===== src/rtl/id_stage_param.sv =====
// Decode stage: bubble insertion, field decode, 8-entry register file with write-through
// bypass and a bounded return-address stack with sticky overflow/underflow flag.
module id_stage_param #(
   parameter int          DW        = 8,
   parameter int          SW        = 12,
   parameter int          SDEPTH    = 8,
   parameter bit          R0_ZERO   = 1'b0,
   parameter logic [18:0] NOP_INSTR = {6'b111101, 13'd0},
   localparam int         CW        = $clog2(SDEPTH + 1)
) (
   input  logic          clk_i,
   input  logic          rst_i,
   input  logic [18:0]   instr_i,
   input  logic          instr_valid_i,
   input  logic          hz_stall_i,
   input  logic          ctrl_stall_i,
   input  logic          r2_sel_i,
   input  logic          push_i,
   input  logic          pop_i,
   input  logic [SW-1:0] stack_in_i,
   input  logic          wr_en_i,
   input  logic [2:0]    wr_addr_i,
   input  logic [DW-1:0] wr_data_i,
   output logic [18:0]   ctrl_instr_o,
   output logic          bubble_o,
   output logic [2:0]    r1_addr_o,
   output logic [2:0]    r2_addr_o,
   output logic [2:0]    dest_o,
   output logic [2:0]    shamt_o,
   output logic [7:0]    imm_o,
   output logic [DW-1:0] rd1_o,
   output logic [DW-1:0] rd2_o,
   output logic [SW-1:0] stack_top_o,
   output logic [CW-1:0] stack_count_o,
   output logic          stack_full_o,
   output logic          stack_empty_o,
   output logic          stack_err_o
);

   localparam int AW = $clog2(SDEPTH);

   logic          stall_q;
   logic [DW-1:0] rf_q [8];
   logic [SW-1:0] stk_q [SDEPTH];
   logic [CW-1:0] cnt_q, cnt_d;
   logic          err_q, err_d;
   logic          epush, epop;
   logic          stk_we;
   logic [AW-1:0] stk_widx;
   logic [AW-1:0] top_idx;

   // Controller stall takes effect one cycle after it is requested.
   always_ff @(posedge clk_i or posedge rst_i) begin
      if (rst_i) begin
         stall_q <= 1'b0;
      end else begin
         stall_q <= ctrl_stall_i;
      end
   end

   assign bubble_o     = hz_stall_i | stall_q | ~instr_valid_i;
   assign ctrl_instr_o = bubble_o ? NOP_INSTR : instr_i;

   assign dest_o    = instr_i[13:11];
   assign r1_addr_o = instr_i[10:8];
   assign shamt_o   = instr_i[7:5];
   assign imm_o     = instr_i[7:0];
   assign r2_addr_o = r2_sel_i ? instr_i[13:11] : instr_i[7:5];

   // Register writes come from writeback and are deliberately not gated by bubble.
   always_ff @(posedge clk_i or posedge rst_i) begin
      if (rst_i) begin
         for (int i = 0; i < 8; i++) begin
            rf_q[i] <= '0;
         end
      end else if (wr_en_i && !(R0_ZERO && wr_addr_i == 3'd0)) begin
         rf_q[wr_addr_i] <= wr_data_i;
      end
   end

   always_comb begin
      rd1_o = rf_q[r1_addr_o];
      if (wr_en_i && wr_addr_i == r1_addr_o) begin
         rd1_o = wr_data_i;
      end
      if (R0_ZERO && r1_addr_o == 3'd0) begin
         rd1_o = '0;
      end
   end

   always_comb begin
      rd2_o = rf_q[r2_addr_o];
      if (wr_en_i && wr_addr_i == r2_addr_o) begin
         rd2_o = wr_data_i;
      end
      if (R0_ZERO && r2_addr_o == 3'd0) begin
         rd2_o = '0;
      end
   end

   assign epush = push_i & ~bubble_o;
   assign epop  = pop_i & ~bubble_o;

   // Push+pop on a non-empty stack replaces the top; on an empty stack it is a plain push.
   always_comb begin
      cnt_d    = cnt_q;
      err_d    = err_q;
      stk_we   = 1'b0;
      stk_widx = '0;
      if (epush && epop && cnt_q != '0) begin
         stk_we   = 1'b1;
         stk_widx = AW'(cnt_q - CW'(1));
      end else if (epush) begin
         if (cnt_q < CW'(SDEPTH)) begin
            stk_we   = 1'b1;
            stk_widx = AW'(cnt_q);
            cnt_d    = cnt_q + CW'(1);
         end else begin
            err_d = 1'b1;
         end
      end else if (epop) begin
         if (cnt_q != '0) begin
            cnt_d = cnt_q - CW'(1);
         end else begin
            err_d = 1'b1;
         end
      end
   end

   always_ff @(posedge clk_i or posedge rst_i) begin
      if (rst_i) begin
         cnt_q <= '0;
         err_q <= 1'b0;
         for (int i = 0; i < SDEPTH; i++) begin
            stk_q[i] <= '0;
         end
      end else begin
         cnt_q <= cnt_d;
         err_q <= err_d;
         if (stk_we) begin
            stk_q[stk_widx] <= stack_in_i;
         end
      end
   end

   assign top_idx       = AW'(cnt_q - CW'(1));
   assign stack_top_o   = (cnt_q != '0) ? stk_q[top_idx] : '0;
   assign stack_count_o = cnt_q;
   assign stack_empty_o = (cnt_q == '0);
   assign stack_full_o  = (cnt_q == CW'(SDEPTH));
   assign stack_err_o   = err_q;

endmodule


===== config.mk =====
export PLATFORM = sky130hd
export DESIGN_NAME = id_stage_param
export DESIGN_NICKNAME = d
export VERILOG_FILES = /design/src/rtl/id_stage_param.sv
export SDC_FILE = /design/constraint.sdc
export NUM_CORES = 1
export LEC_CHECK = 0
export ABC_CLOCK_PERIOD_IN_PS = 7700
export CORE_MARGIN = 5
export CORE_UTILIZATION = 55
export DETAILED_ROUTE_END_ITERATION = 12
export PLACE_DENSITY_LB_ADDON = 0.05
export SKIP_LAST_GASP = 1
export SLEW_MARGIN = 5
export SYNTH_ARGS = -nofsm -noshare
export SYNTH_HDL_FRONTEND = slang
export SYNTH_SLANG_ARGS = --single-unit

===== constraint.sdc =====
create_clock -name clk_i -period 7.7 [get_ports clk_i]
set_clock_uncertainty 0.15 [all_clocks]
set_input_delay 1.54 -clock clk_i [delete_from_list [all_inputs] [get_ports clk_i]]
set_output_delay 1.54 -clock clk_i [all_outputs]
set_load 0.02 [all_outputs]

Word level (Yosys, flattened, before mapping). Index checks and enable logic that the tools add are counted. W data, S select, Z words.

Flip-flop bits (word level): 166.

Reduce and logical (&&, ||, !) cells: 12. Mux-type cells: 34. Eq/ne operators: 6. Order comparisons: 8. Bitwise operators: 12. $add $sub $neg: 2.

Operators by type and width (count): $bwmux W96 (1); $bwmux W64 (1); $mux W8 (7); $bmux W8 S3 (2); $mux W12 (4); $bmux W12 S3 (1); $demux W12 S3 (1); $demux W8 S3 (1); $ge A4 B4 Y1 const B (5); $not A3 Y4 (5); $mux W19 (1); $mux W4 (4); $mux W3 (4); $lt A4 B1 Y1 const B (2); $reduce_and A4 Y1 (2); $mux W1 (7); $eq A3 B3 Y1 (2); $logic_and A1 B1 Y1 (6); $add A4 B1 Y4 const B (1); $eq A4 B4 Y1 const B (1); $logic_not A4 Y1 (1); $lt A4 B4 Y1 const B (1); $ne A2 B2 Y1 const B (2); $reduce_bool A2 Y1 (2); other kinds (6) (10).

Logic depth before layout (Yosys ltp).
Depth in word-level cells: 13. Gate-level depth with buffers: 9.

Least setup slack after synthesis. No wires, ideal clock.

Kind: input to output. Start: in instr_i[5]. End: out rd2_o[3]. Path buffers: 2. Path slack: 2.650 ns. Data required time: 6.010 ns. Arrival: 3.360 ns. Stages on the path: 7. Path through: clkbuf_1 -> mux2i_2 -> inv_1 -> clkbuf_1 -> o21ai_0 -> a311o_1 -> a31oi_1.

Word-level cells in the longest chain between the ends: 6. Elaborated cells on any way between the ends: 8.

Ends and longest elaborated chain: start: declaration (line 13) `input logic [18:0] instr_i,`; $mux W3 * (line 68) `assign r2_addr_o = r2_sel_i ? instr_i[13:11] : instr_i[7:5];`; named net r2_addr_o[0] (line 27) `output logic [2:0] r2_addr_o,`; $not A3 Y4 (implied by the code) (line 92) `rd2_o = rf_q[r2_addr_o];`; $bmux W8 S3 (line 92); $mux W8 (implied by the code) (2 in a row) (line 92); $mux W8 * (line 93) `if (wr_en_i && wr_addr_i == r2_addr_o) begin`; end: declaration (line 32) `output logic [DW-1:0] rd2_o,`.

Mark *: on every way through the listed nets, which the timed path passes. The rest lies on a longest branch. The select of a mux whose other input is x is not followed.

Final worst setup path.
Start: in r2_sel_i. End: out rd2_o[6].

Word-level cells in the longest chain between the ends: 6. Elaborated cells on any way between the ends: 8.

Ends and longest elaborated chain: start: declaration (line 17) `input logic r2_sel_i,`; $mux W3 * (line 68); $not A3 Y4 (implied by the code) (line 92); $bmux W8 S3 (line 92); $mux W8 (implied by the code) (2 in a row) (line 92); $mux W8 * (line 93).

Every way passes the cells marked *; elsewhere a longest branch is shown, timed or not. The select of a mux whose other input is x is not followed.

==> results.md <==
- Drt drc: 0
- Horiz. Die Dim: ~140 um
- Row cnt: 47
- Root Driver: clkbuf_16
- Router iterations before antenna repair: 5
- Status: finished clean
- Startpoint types: primary input
- Wirelength per Cell: around 22 um
- Leakage: 4.745 nW
- Syn Area/Cell: 12.89 um2
- Setup Viol. Count Final: 0
- Synth-to-layout area growth: 19.97%
- CTS H-tree lvls: 4
- Worst endpoint required time: 6.01 ns
- PwrDens: about 330 nW/um2
- Vias in the first global route: 6627
- First-pass GRT wire length: approximately 36000 um
- HP Class: reg2reg
- Die ar.: a little under 20000 um2
- Ratio of cells with drive above 1 in the final layout: about a third
- Worst setup path class: in2out
- Top_reg_cell synth: dfrtp_1
- Worst-case clock buffer depth: 2
- Post-synth ARST share: 100.0%
- Arrival time worst endpoint: approximately 5.0 ns
- Post-CTS Setup Inserts: 0
- CTS tree: done
- CTS buffer count: 17
- Total of max-cap violations: 0
- IO Pins: approximately 130
- Clk slew on worst S/H paths: ~0.07 ns
- Grt ovf: 0
- Ant. Diodes: 0
- Share of the yosys chip area belonging to registers: a little under half
- Fill cells: 1184
- Fin crit period: roughly 6.7 ns
- Mean number of vias per cell: between 6 and 7
- Min Hold Slack: about 0.32 ns
- Max rail drop VDD: 0.2735 mV
- Initial Utilization: approximately 56%
- Final worst-path cycle share: around 87%
- Synth area leader: dfrtp_1
- Hold buffers post-CTS: 0
- TNS Setup: 0 ns
- Port bufs: roughly 130
- Yosys top cell area share: 45.13%
- Initial antenna violation count: 0
- Cell area after synthesis: 9204 um2
- Relative max-transition margin: 28.75%
- Yosys reg bits: approximately 170
- Final #Nets: ~860
- CP Capture Type: output pin
- Clock sinks: ~170
- DP HPWL: roughly 15000 um
- Worst skew pair latency: around 0.42 ns
- Fin. max-slew vios: 0
- Worst-path fanout max: 17
- Area contributors post-synth: dfrtp_1 45%, mux2_2 14%, mux4_2 11%
- Post-synth EDFFs: 0
- WL final: between 20000 and 25000 um
- Post-Syn Instances: 714
- Synth unique cells: 51
- Worst-Margin Slew: approximately 1.1 ns
- Final Hold Viols: 0
- Gr usage total: between 20% and 30%
- Peak Freq: about 150 MHz
- Post-CTS Resized: 0
- Routability cong.: 0.9231
- Syn nets: ~770
- YS warnings: 0
- Pin count of the biggest net entering global routing: roughly 100
- RSZ-0062 raised after global routing: no
- Iteration-0 DRC Markers: roughly 520
- Post-route ant nets: 0
- Die height: about 140 um
- Core region area: between 15000 and 20000 um2
- DR vias: between 6000 and 7000
[logic make-up after synthesis]
| logic type | Yosys count | synth area share [%] |
|---|---|---|
| multiplexers | 216 | 33.69 |
| flip-flops | 166 | 45.13 |
| AND/OR/NAND/NOR | 149 | 8.578 |
| AO/OA/AOI/OAI | 91 | 6.417 |
| buffers and inverters | 78 | 4.772 |
| XOR/XNOR | 12 | 1.142 |
| adder cells (fa/ha/maj) | 2 | 0.2718 |
[worst paths after layout]
kind | startpoint | end | slack [ns] | depth (start not counted)
worst max-delay path | r2_sel_i | rd2_o[6] | 1.03 | 8
worst min-delay path | stack_err_o | stack_err_o | 0.32 | 1
worst max register to register | stall_q | stk_q[52] | 4.34 | 5
worst min register to register | stack_err_o | stack_err_o | 0.32 | 1
max in group asynchronous | rst_i | stk_q[53] | 4.44 | 3
min in group asynchronous | rst_i | rf_q[7] | 1.52 | 2
[flip-flops by register name (all words and copies together), names as in the netlist]
name and cells:
rf_q 64, stack_count_o 4, stack_err_o 1, stall_q 1, stk_q 96
[cells in the final DEF (no fill, tap or decap), drive strengths merged, types with 9 or more instances in the layout]
| cell type | instances |
|---|---|
| inv | 15 |
| clkdlybuf4s50 | 125 |
| nand3 | 9 |
| dfrtp | 166 |
| nor2 | 28 |
| mux2 | 158 |
| buf | 12 |
| nor3 | 10 |
| a21oi | 28 |
| nand2 | 50 |
| o21ai | 26 |
| nand2b | 9 |
| and2 | 13 |
| mux2i | 12 |
| mux4 | 46 |
| clkbuf | 21 |
| nor2b | 16 |
[layer usage]
layer  track usage (%)  up-vias  routed length (um)
met5                 0        -                   0
met4             8.084        0                 448
met3             4.151       45                1215
met2             40.61      219               11700
met1             30.17     3225                9266
li1                  -     2783                   -
[final cells by class]
type	count	area [um2]	share of cell area (%)
well taps	220	275.3	2.493
clock inverters	11	137.6	1.246
flip-flops and latches	166	4154	37.62
multi-input cells	470	4618	41.82
inverters	12	55.05	0.4986
clock buffers	21	460.4	4.170
repair buffers	137	1341	12.15
[worst max-delay path, stage by stage]
cell             delay (ns)
clkdlybuf4s50_1        0.78
mux2i_2                0.26
buf_4                  0.32
inv_1                  0.27
xnor2_1                0.23
nand4_1                0.55
o22ai_1                0.38
clkdlybuf4s50_1        0.65
[power by group]
part / total, W / switching, W / internal, W
combinational: 0.00150 / 0.000693 / 0.000804
clock: 0.000858 / 0.000356 / 0.000501
sequential: 0.00133 / 0.000187 / 0.00115
total: 0.00369 / 0.00124 / 0.00245
[Yosys cell counts (2+ instances only)]
library cell	n
mux2i_1	10
clkbuf_2	2
nand4_1	3
buf_4	18
buf_2	9
and3_4	2
xnor2_1	8
clkbuf_1	21
nor3b_2	2
a21oi_1	27
o21ai_0	26
nor2_1	27
o22ai_1	8
o21bai_1	6
a31oi_1	7
mux2_4	42
nand3_1	3
nand3_2	6
buf_6	8
dfrtp_1	166
nand4b_1	3
nand2b_1	9
o32a_1	2
mux4_2	46
inv_1	11
buf_1	8
ha_1	2
xor2_1	4
a311o_1	6
nand2_1	50
mux2_1	3
mux2_2	113
and2_1	13
mux2i_2	2
nor2b_1	16
o211ai_1	2
nor3_1	9
[metrics by stage]
stage	setup WS, ns	instance area [um2]	total power, W	std cells	utilization [%]
2_1_floorplan	1.520	9204	0.002346	714	-
3_3_place_gp	1.157	10440	0.002788	1005	63.20
3_5_place_dp	1.066	10440	0.002849	1005	63.20
4_1_cts	1.053	11040	0.003715	1037	66.82
5_1_grt	0.7936	11040	0.003886	1037	66.82
6_report	1.030	11040	0.003690	1037	66.82
Power figures use the tool's default switching activity.
